`config.mk`:
```
export PLATFORM = sky130hd
export DESIGN_NAME = id_ex_stage_register
export DESIGN_NICKNAME = d
export VERILOG_FILES = /design/src/rtl/id_ex_stage_register_pkg.sv /design/src/rtl/id_ex_stage_register_hazard_detect.sv /design/src/rtl/id_ex_stage_register.sv
export SDC_FILE = /design/constraint.sdc
export NUM_CORES = 1
export LEC_CHECK = 0
export CORE_MARGIN = 4
export CORE_UTILIZATION = 35
export DETAILED_ROUTE_END_ITERATION = 8
export PLACE_DENSITY = 0.81
export SETUP_SLACK_MARGIN = 0.3
export SLEW_MARGIN = 10
export SYNTH_ARGS = -nofsm -noshare
export SYNTH_HDL_FRONTEND = slang
export SYNTH_SLANG_ARGS = --single-unit
```
`constraint.sdc`:
```
create_clock -name clk -period 5.86 [get_ports clk]
set_input_delay 1.172 -clock clk [delete_from_list [all_inputs] [get_ports clk]]
set_output_delay 1.172 -clock clk [all_outputs]
set_load 0.02 [all_outputs]
```
`src/rtl/id_ex_stage_register_pkg.sv`:
```
// Shared definitions for the ID/EX pipeline register.
//   alu_op_e  : decode ALU class codes carried in ALU_Op
//   ctrl_t    : 9-bit decode control bundle registered into EX
//   uses_rs1 / uses_rs2 : which source registers an ALU class actually reads,
//                         used by hazard detection so that unused fields
//                         (e.g. garbage rs1 bits of a LUI) never cause a stall
package id_ex_stage_register_pkg;

    typedef enum logic [2:0] {
        ALU_R       = 3'b000,
        ALU_I_LOGIC = 3'b001,
        ALU_U       = 3'b010,
        ALU_LOAD    = 3'b011,
        ALU_S       = 3'b100,
        ALU_SB      = 3'b101,
        ALU_J       = 3'b110,
        ALU_JALR    = 3'b111
    } alu_op_e;

    typedef struct packed {
        logic       branch;
        logic       mem_read;
        logic       mem_to_reg;
        logic       mem_write;
        logic       alu_src;
        logic       reg_write;
        logic [2:0] alu_op;
    } ctrl_t;

    localparam int CTRL_WIDTH = 9;

    function automatic logic uses_rs1(input logic [2:0] op);
        return !((op == ALU_U) || (op == ALU_J));
    endfunction

    function automatic logic uses_rs2(input logic [2:0] op);
        return (op == ALU_R) || (op == ALU_S) || (op == ALU_SB);
    endfunction

endpackage

```
`src/rtl/id_ex_stage_register_hazard_detect.sv`:
```
// Combinational load-use hazard detection.
//   valid_ex, mem_read_ex, rd_ex : instruction currently held in EX
//   valid_id, flush, alu_op, rs1_id, rs2_id : instruction currently in ID
//   stall : ID must hold for one cycle because EX is a load whose
//           destination is a source actually read by the ID instruction
module id_ex_stage_register_hazard_detect
    import id_ex_stage_register_pkg::*;
#(
    parameter int REG_ADDR_WIDTH = 5
) (
    input  logic                      valid_ex,
    input  logic                      mem_read_ex,
    input  logic [REG_ADDR_WIDTH-1:0] rd_ex,
    input  logic                      valid_id,
    input  logic                      flush,
    input  logic [2:0]                alu_op,
    input  logic [REG_ADDR_WIDTH-1:0] rs1_id,
    input  logic [REG_ADDR_WIDTH-1:0] rs2_id,
    output logic                      stall
);

    logic rs1_hit;
    logic rs2_hit;

    always_comb begin
        rs1_hit = uses_rs1(alu_op) && (rs1_id == rd_ex);
        rs2_hit = uses_rs2(alu_op) && (rs2_id == rd_ex);
        // x0 is hardwired zero, so a load into it never creates a dependency.
        // A flush kills the ID instruction, so there is nothing to protect.
        stall   = valid_ex && mem_read_ex && (rd_ex != '0) &&
                  valid_id && !flush && (rs1_hit || rs2_hit);
    end

endmodule

```
`src/rtl/id_ex_stage_register.sv`:
```
// ID/EX pipeline register of the 5-stage RISC-V core.
// Captures the decode control bundle and operands each cycle, inserting a
// bubble on flush, load-use stall, illegal encoding or an empty ID slot.
//   clk, reset           : clock, asynchronous active-high reset
//   Valid_i, Flush_i     : ID holds an instruction / squash it
//   *_i data + control   : decode-stage fields
//   Stall_o              : combinational load-use stall (freeze PC, IF/ID)
//   *_o, Valid_o         : registered EX-stage copies
//   Illegal_o            : sticky illegal-encoding flag
//   Stall_Count_o        : saturating count of load-use stall cycles
module id_ex_stage_register
    import id_ex_stage_register_pkg::*;
#(
    parameter int DATA_WIDTH     = 32,
    parameter int REG_ADDR_WIDTH = 5,
    parameter int CNT_WIDTH      = 16
) (
    input  logic                      clk,
    input  logic                      reset,
    input  logic                      Valid_i,
    input  logic                      Flush_i,
    input  logic [DATA_WIDTH-1:0]     PC_i,
    input  logic [DATA_WIDTH-1:0]     Read_Data_1_i,
    input  logic [DATA_WIDTH-1:0]     Read_Data_2_i,
    input  logic [DATA_WIDTH-1:0]     Immediate_i,
    input  logic [REG_ADDR_WIDTH-1:0] Rs1_i,
    input  logic [REG_ADDR_WIDTH-1:0] Rs2_i,
    input  logic [REG_ADDR_WIDTH-1:0] Rd_i,
    input  logic [3:0]                Funct_i,
    input  logic                      Branch_i,
    input  logic                      Mem_Read_i,
    input  logic                      Mem_to_Reg_i,
    input  logic                      Mem_Write_i,
    input  logic                      ALU_Src_i,
    input  logic                      Reg_Write_i,
    input  logic [2:0]                ALU_Op_i,
    output logic                      Stall_o,
    output logic                      Valid_o,
    output logic [DATA_WIDTH-1:0]     PC_o,
    output logic [DATA_WIDTH-1:0]     Read_Data_1_o,
    output logic [DATA_WIDTH-1:0]     Read_Data_2_o,
    output logic [DATA_WIDTH-1:0]     Immediate_o,
    output logic [REG_ADDR_WIDTH-1:0] Rs1_o,
    output logic [REG_ADDR_WIDTH-1:0] Rs2_o,
    output logic [REG_ADDR_WIDTH-1:0] Rd_o,
    output logic [3:0]                Funct_o,
    output logic                      Branch_o,
    output logic                      Mem_Read_o,
    output logic                      Mem_to_Reg_o,
    output logic                      Mem_Write_o,
    output logic                      ALU_Src_o,
    output logic                      Reg_Write_o,
    output logic [2:0]                ALU_Op_o,
    output logic                      Illegal_o,
    output logic [CNT_WIDTH-1:0]      Stall_Count_o
);

    ctrl_t                      ctrl_in;
    ctrl_t                      ctrl_reg;
    logic                       valid_reg;
    logic [DATA_WIDTH-1:0]      pc_reg;
    logic [DATA_WIDTH-1:0]      rd1_reg;
    logic [DATA_WIDTH-1:0]      rd2_reg;
    logic [DATA_WIDTH-1:0]      imm_reg;
    logic [REG_ADDR_WIDTH-1:0]  rs1_reg;
    logic [REG_ADDR_WIDTH-1:0]  rs2_reg;
    logic [REG_ADDR_WIDTH-1:0]  rd_reg;
    logic [3:0]                 funct_reg;
    logic                       illegal_reg;
    logic [CNT_WIDTH-1:0]       stall_count_reg;

    logic                       stall;
    logic                       illegal;
    logic                       load_en;

    assign ctrl_in = {Branch_i, Mem_Read_i, Mem_to_Reg_i, Mem_Write_i,
                      ALU_Src_i, Reg_Write_i, ALU_Op_i};

    id_ex_stage_register_hazard_detect #(
        .REG_ADDR_WIDTH (REG_ADDR_WIDTH)
    ) u_hazard (
        .valid_ex    (valid_reg),
        .mem_read_ex (ctrl_reg.mem_read),
        .rd_ex       (rd_reg),
        .valid_id    (Valid_i),
        .flush       (Flush_i),
        .alu_op      (ALU_Op_i),
        .rs1_id      (Rs1_i),
        .rs2_id      (Rs2_i),
        .stall       (stall)
    );

    // The decoder's default arm drives every control line high, so
    // read+write together marks an encoding it did not recognise.
    // stall already excludes Flush_i, giving flush > stall > illegal > invalid.
    always_comb begin
        illegal = Valid_i && Mem_Read_i && Mem_Write_i;
        load_en = Valid_i && !Flush_i && !stall && !illegal;
    end

    always_ff @(posedge clk or posedge reset) begin
        if (reset) begin
            valid_reg <= 1'b0;
            ctrl_reg  <= '0;
            pc_reg    <= '0;
            rd1_reg   <= '0;
            rd2_reg   <= '0;
            imm_reg   <= '0;
            rs1_reg   <= '0;
            rs2_reg   <= '0;
            rd_reg    <= '0;
            funct_reg <= '0;
        end else if (load_en) begin
            valid_reg <= 1'b1;
            ctrl_reg  <= ctrl_in;
            pc_reg    <= PC_i;
            rd1_reg   <= Read_Data_1_i;
            rd2_reg   <= Read_Data_2_i;
            imm_reg   <= Immediate_i;
            rs1_reg   <= Rs1_i;
            rs2_reg   <= Rs2_i;
            rd_reg    <= Rd_i;
            funct_reg <= Funct_i;
        end else begin
            // Bubble: a fully zeroed slot, so EX cannot mistake it for a load.
            valid_reg <= 1'b0;
            ctrl_reg  <= '0;
            pc_reg    <= '0;
            rd1_reg   <= '0;
            rd2_reg   <= '0;
            imm_reg   <= '0;
            rs1_reg   <= '0;
            rs2_reg   <= '0;
            rd_reg    <= '0;
            funct_reg <= '0;
        end
    end

    always_ff @(posedge clk or posedge reset) begin
        if (reset) begin
            illegal_reg     <= 1'b0;
            stall_count_reg <= '0;
        end else begin
            // A squashed illegal instruction was never going to execute.
            if (illegal && !Flush_i) begin
                illegal_reg <= 1'b1;
            end
            if (stall && (stall_count_reg != {CNT_WIDTH{1'b1}})) begin
                stall_count_reg <= stall_count_reg + CNT_WIDTH'(1);
            end
        end
    end

    assign Stall_o       = stall;
    assign Valid_o       = valid_reg;
    assign PC_o          = pc_reg;
    assign Read_Data_1_o = rd1_reg;
    assign Read_Data_2_o = rd2_reg;
    assign Immediate_o   = imm_reg;
    assign Rs1_o         = rs1_reg;
    assign Rs2_o         = rs2_reg;
    assign Rd_o          = rd_reg;
    assign Funct_o       = funct_reg;
    assign Branch_o      = ctrl_reg.branch;
    assign Mem_Read_o    = ctrl_reg.mem_read;
    assign Mem_to_Reg_o  = ctrl_reg.mem_to_reg;
    assign Mem_Write_o   = ctrl_reg.mem_write;
    assign ALU_Src_o     = ctrl_reg.alu_src;
    assign Reg_Write_o   = ctrl_reg.reg_write;
    assign ALU_Op_o      = ctrl_reg.alu_op;
    assign Illegal_o     = illegal_reg;
    assign Stall_Count_o = stall_count_reg;

endmodule

```
==> run_results.csv, run 1 <==
group,metric,value,unit
outcome,outcome,"complete, no violations",
clock_tree,number_of_buffers_created_by_cts,17,
setup_path,reg2reg_from,"Rd_o[0]",
hold_path,count_of_cells_along_the_worst_hold_path,1,
hold_path,min-delay-path-class,"reg2reg",
hold_path,min_to,"Stall_Count_o[15]",
sta,fin_crit,4624,ps
sta,final_max_slew_viol_count,0,
sta,timing_limited_maximum_frequency,216.3,MHz
setup_path,crit_required,4690,ps
clock_tree,worstSkewPairLatency,420,ps
detailed_routing,drtPass1Iterations,4,
global_route,grt_start_max_net_pins,175,
global_route,grt_first_pass_wirelength,26250,um
setup_path,crit-reg2reg-capture,"Read_Data_1_o[13]",
synth,average_instance_area_after_synthesis,14.10,um2
clock_tree,clock_tree_from_tritoncts,"done",
floorplan,core,17180,um2
floorplan,placementRows,48,
power,power_frac_comb,0.119,
power,net-switching-power,655.8,uW
clock_tree,path_clk_slew,60,ps
global_route,grt_util_all_layers,0.1734,
clock_tree,ctsResizeCount,0,
setup_path,critPathArrivalTime,3450,ps
setup_path,setup.reg_to_reg.worst_slack,2770,ps
clock_tree,cts_hold_buf,0,
synth,ys_warn_count,0,
floorplan,die_area,19630,um2
detailed_routing,routedWlPerCell,16.70,um
finish,fraction_of_layout_instances_using_a_drive_strength_above_1,0.05115,
detailed_routing,total_length_of_routed_wires,16810,um
sta,final_hold_viol_count,0,
setup_path,worst_path_cell_chain,"clkdlybuf4s50_1 > xor2_1 > nor4_1 > a22oi_2 > nor2_1 > clkdlybuf4s50_1",
power,cellPowerDensity,259.6,nW/um2
global_route,globalRoute.totalOverflow,0,
sta,worstMarginPinSlew,1129,ps
setup_path,critical_path_class,"in2out",
setup_path,start_kind,"input port",
setup_path,worstRegToRegCells,6,
flow_run,max_cap_viols,0,
sta,tcrit_tclk_final,0.7891,
power,clockPowerShare,0.406,
detailed_routing,ant_nets,0,
placement,weighted_congestion_reported_at_the_end_of_routability_driven_placement,0.8011,
setup_path,critical_path.most_common_cell,"sky130_fd_sc_hd__clkdlybuf4s50_1",
detailed_routing,detailroute.via_count,4333,
synth,synth.yosys.seq_area_share,0.7130,
floorplan,die_width,140.1,um
finish,most_common_cell_after_layout_fill_and_taps_aside,"sky130_fd_sc_hd__clkdlybuf4s50_1",
finish,fin_nets,930,
clock_tree,ctsHtreeMaxLevel,4,
synth,synthesis.area,6107,um2
global_route,grt_antenna_before_repair,0,
finish,final_cell_mix,"sky130_fd_sc_hd__clkdlybuf4s50_1, sky130_fd_sc_hd__dfrtp_1, sky130_fd_sc_hd__and2_1",
detailed_routing,avgViaCountPerCell,4.303,
synth,yosys_register_bits,174,
detailed_routing,total_drc_errors_in_the_routed_layout,0,
finish,antenna-diode-count,0,
clock_tree,cts_buffer_depth,2,
sta,rsz_0062_raised_after_global_routing,"false",
sta,totalNegativeSetupSlack,0,ps
power,internal_power,1979,uW
setup_path,worst-path-max-fanout,17,
placement,dp_hpwl,12570,um
setup_path,critical_path.slowest_cell,"sky130_fd_sc_hd__clkdlybuf4s50_1",
floorplan,boundaryPins,335,
synth,yosysUniqueCellTypes,29,
detailed_routing,initial_detailed_routing_violation_count,182,
synth,post_synth_inst_count,433,
finish,layout.filler_cells,1349,
floorplan,initial_utilization,0.3556,
power,power.leakage,0.004605,uW
hold_path,holdCritStartpoint,"Stall_Count_o[15]",
floorplan,fp.dieH,140.1,um
power,fraction_of_power_spent_switching_nets,0.2489,
power,pwr-share-seq,0.475,
clock_tree,postCtsSetupRepairBufs,0,
finish,area_delta_synth_final,66.22,%
placement,number_of_port_buffers,334,
setup_path,worst_setup_path_end_kind,"primary output",
finish,final_core_utilization,0.5910,
power,ir_worst_vdd,0.1802,mV
global_route,first_global_vias,4613,
clock_tree,cts_root_buffer,"sky130_fd_sc_hd__clkbuf_16",
sta,fin_skew,8.200,ps
sta,slew-limit-headroom,0.2472,
sta,setup_viol,0,
setup_path,worst_path_largest_cell_delay,630,ps
clock_tree,cts.sinks,174,
synth,synth.net_count,594,
## per-layer routing
| layer | global-route usage | vias up | wire, um |
|---|---|---|---|
| met5 | 0 | - | 0 |
| met4 | 0.05150 | 0 | 328 |
| met3 | 0.06350 | 23 | 1388 |
| met2 | 0.3041 | 194 | 8815 |
| met1 | 0.1991 | 2076 | 6282 |
| li1 | - | 2040 | - |
## metrics by stage
stage	power, uW	setup slack [ps]	cells	area, um2	hold slack, ps
after floorplan	1394	2379	433	6111	588.7
after global placement	1588	1333	975	9598	464.1
after detailed placement	1594	1278	975	9598	486.0
after CTS	2666	1279	1007	10150	499.5
after global routing	2743	1149	1007	10150	516.1
final	2635	1236	1007	10150	500.3
## synthesized netlist by cell type, drive strengths merged
library cell / number / share of area
a21oi: 1 / 0.00082
and2: 156 / 0.16
mux2: 1 / 0.0018
nor4b: 3 / 0.0043
o211a: 1 / 0.0029
nor3: 4 / 0.0033
o2111ai: 1 / 0.0043
nor2b: 3 / 0.0031
nand2: 5 / 0.0031
nand3: 6 / 0.0049
nor2: 5 / 0.0031
a31o: 1 / 0.0014
nand4: 4 / 0.0041
dfrtp: 174 / 0.71
and3: 4 / 0.0041
nor4: 10 / 0.010
clkbuf: 1 / 0.00061
ha: 1 / 0.0020
o21ai: 1 / 0.00082
a22oi: 1 / 0.0020
and4: 2 / 0.0029
mux2i: 1 / 0.0016
inv: 3 / 0.0018
buf: 18 / 0.026
xor2: 24 / 0.034
or4: 2 / 0.0031
## worst max-delay path: cells and delay by family
kind | cells | cell delay, ps
AND/OR/NAND/NOR | 2 | 730
buffers and inverters | 2 | 1060
XOR/XNOR | 1 | 150
AO/OA/AOI/OAI | 1 | 340
## flip-flops by register name, summed over array words and instances, names as in the netlist, 3 cells and up
| register | cells |
|---|---|
| Read_Data_2_o | 32 |
| Stall_Count_o | 16 |
| Read_Data_1_o | 32 |
| PC_o | 32 |
| ALU_Op_o | 3 |
| Immediate_o | 32 |
| Rs2_o | 5 |
| Rd_o | 5 |
| Rs1_o | 5 |
| Funct_o | 4 |
## power by group through the flow
stage	sequential (uW)	clock [uW]	combinational, uW
2_1_floorplan	1320	0	69.3
3_3_place_gp	1270	0	314
3_5_place_dp	1280	0	319
4_1_cts	1250	1090	321
5_1_grt	1260	1150	338
6_report	1250	1070	315
## worst max-delay path by stage
stage | start | end | slack, ps | depth (start not counted)
CTS | Rs1_i[3] | Stall_o | 1280 | 6
floorplan | Rs2_i[3] | Stall_o | 2380 | 5
global route | Rs1_i[3] | Stall_o | 1150 | 6
detailed placement | Rs1_i[3] | Stall_o | 1280 | 6
finish | Rs1_i[3] | Stall_o | 1240 | 6
global placement | Rs1_i[3] | Stall_o | 1330 | 6
## cell families after synthesis
kind of cell / after synthesis / share of synthesized area
flip-flops: 174 / 0.7130
AND/OR/NAND/NOR: 204 / 0.2059
AO/OA/AOI/OAI: 6 / 0.01229
XOR/XNOR: 24 / 0.03442
adder cells (fa/ha/maj): 1 / 0.002048
buffers and inverters: 22 / 0.02889
multiplexers: 2 / 0.003483
## area by class of cell
type,instances,area (um2),share of cell area
clock inverters,14,123.9,0.01220
multi-input cells,237,1577,0.1553
inverters,3,15.01,0.001479
clock buffers,18,429.2,0.04228
well taps,225,281.5,0.02773
flip-flops and latches,174,4354,0.4289
repair buffers,336,3371,0.3321
Note: power is estimated with default switching activity, not from simulation.
==> run 2: changes to the inputs <==
Clock period 5.86 ns to 3.7 ns, I/O delays scaled along.
==> run 2 against run 1 <==
  * Final cell count increased by 0.50%
  * Global-route usage about the same
  * Flip-flop and latch count did not move
  * First-iteration DRC count shrank 29%
  * Sequential power grew 58%
  * Combinational power increased by 62%
  * Sequential share of layout area is 0.46 points lower
  * Critical path type unchanged
  * Largest cell class unchanged
  * Highest routed layer unchanged
==> run_results.csv, run 2 (synthesized netlist as in run 1, its figures left out) <==
group,metric,value,unit
clock_tree,cts_hold_buf,0,
power,ir_worst_vdd,0.2959,mV
power,power.leakage,0.004644,uW
sta,final_max_slew_viol_count,0,
global_route,globalRoute.totalOverflow,0,
detailed_routing,drtPass1Iterations,4,
finish,final_cell_count_no_fill,1012,
clock_tree,ctsResizeCount,0,
clock_tree,cts.sinks,174,
hold_path,min-delay-path-class,"reg2reg",
placement,place.detailed.instances,981,
flow_run,max_cap_viols,0,
clock_tree,postCtsSetupRepairBufs,0,
placement,weighted_congestion_reported_at_the_end_of_routability_driven_placement,0.7902,
finish,fin_nets,936,
detailed_routing,total_length_of_routed_wires,16950,um
global_route,grt_antenna_before_repair,0,
finish,area_delta_synth_final,68.02,%
power,pwr-share-seq,0.474,
clock_tree,clock_tree_from_tritoncts,"done",
sta,fin_skew,11.14,ps
power,fraction_of_power_spent_switching_nets,0.2361,
setup_path,worst-path-max-fanout,2,
detailed_routing,ant_nets,0,
sta,rsz_0062_raised_after_global_routing,"false",
global_route,grt_util_all_layers,0.1734,
floorplan,fp.dieH,140.1,um
detailed_routing,total_drc_errors_in_the_routed_layout,0,
detailed_routing,avgViaCountPerCell,4.364,
sta,totalNegativeSetupSlack,0,ps
sta,worstMarginPinSlew,678.4,ps
power,clockPowerShare,0.404,
power,fin_total_pwr,4182,uW
sta,tcrit_tclk_final,0.8927,
sta,timing_limited_maximum_frequency,302.7,MHz
placement,pre_cts_slack,385.0,ps
global_route,first_global_vias,4597,
finish,fraction_of_layout_instances_using_a_drive_strength_above_1,0.05845,
power,internal_power,3195,uW
clock_tree,worstSkewPairLatency,420,ps
sta,fin_crit,3303,ps
setup_path,worst_setup_path_end_kind,"primary output",
clock_tree,cts_buffer_depth,2,
floorplan,placementRows,48,
clock_tree,ctsHtreeMaxLevel,4,
floorplan,die_width,140.1,um
floorplan,die_area,19630,um2
placement,dp_hpwl,13150,um
setup_path,setup.reg_to_reg.worst_slack,980,ps
sta,slew-limit-headroom,0.5468,
sta,setup_viol,0,
setup_path,crit_required,2960,ps
finish,final_cell_mix,"sky130_fd_sc_hd__clkdlybuf4s50_1, sky130_fd_sc_hd__dfrtp_1, sky130_fd_sc_hd__and2_1",
global_route,grt_start_max_net_pins,87,
finish,antenna-diode-count,0,
floorplan,boundaryPins,335,
power,cellPowerDensity,407.6,nW/um2
global_route,grt_first_pass_wirelength,26280,um
detailed_routing,detailroute.via_count,4416,
sta,final_critical_path_setup_slack,396.9,ps
setup_path,critical_path_class,"in2out",
clock_tree,cts_root_buffer,"sky130_fd_sc_hd__clkbuf_16",
setup_path,critPathArrivalTime,2560,ps
setup_path,start_kind,"input port",
power,power_frac_comb,0.122,
clock_tree,path_clk_slew,60,ps
detailed_routing,routedWlPerCell,16.75,um
finish,layout.filler_cells,1384,
sta,final_hold_viol_count,0,
finish,most_common_cell_after_layout_fill_and_taps_aside,"sky130_fd_sc_hd__clkdlybuf4s50_1",
floorplan,initial_utilization,0.3556,
placement,number_of_port_buffers,334,
detailed_routing,initial_detailed_routing_violation_count,129,
power,net-switching-power,987.2,uW
floorplan,core,17180,um2
clock_tree,number_of_buffers_created_by_cts,17,
outcome,outcome,"complete, no violations",
## run 2: layout make-up
class	instances	area, um2	share of cell area
clock inverter	13	132.6	0.01293
clock buffer	18	429.2	0.04182
sequential	174	4354	0.4243
timing repair buffer	342	3466	0.3378
multi-input combinational	237	1583	0.1542
inverter	3	15.01	0.001463
tap	225	281.5	0.02744
## run 2: routing by layer
metal | track usage | vias to the layer above | routed length (um)
met5 | 0 | - | 0
met4 | 0.06170 | 0 | 421
met3 | 0.05906 | 28 | 1259
met2 | 0.3067 | 189 | 8957
met1 | 0.1951 | 2145 | 6312
li1 | - | 2054 | -
## run 2: worst max-delay path, cell delays in order
cell and delay (ps):
sky130_fd_sc_hd__clkdlybuf4s50_1 450, sky130_fd_sc_hd__xor2_1 160, sky130_fd_sc_hd__nor4_1 340, sky130_fd_sc_hd__a22oi_2 140, sky130_fd_sc_hd__nor2_1 120, sky130_fd_sc_hd__clkdlybuf4s50_1 610
## run 2: final timing paths
path	startpoint	endpoint	cells after the start
max in group asynchronous	reset	Immediate_o[5]	4
max reg2reg	Rd_o[1]	Read_Data_2_o[8]	6
min	Illegal_o	Illegal_o	1
min in group asynchronous	reset	PC_o[17]	2
max	Rs2_i[2]	Stall_o	6
min reg2reg	Illegal_o	Illegal_o	1
## run 2: metrics by stage
step	util	cell area (um2)	hold slack, ps
final	0.5974	10260	492.3
after global routing	0.5974	10260	508.0
after CTS	0.5970	10250	495.5
after detailed placement	0.5643	9693	475.4
after global placement	0.5643	9693	460.9
after floorplan	-	6111	588.7
## run 2: power groups by stage
stage	sequential, uW	clock (uW)	combinational (uW)
6_report	1980	1690	511
2_1_floorplan	2100	0	110
3_5_place_dp	2020	0	517
3_3_place_gp	2020	0	510
5_1_grt	1990	1820	546
4_1_cts	1980	1740	519
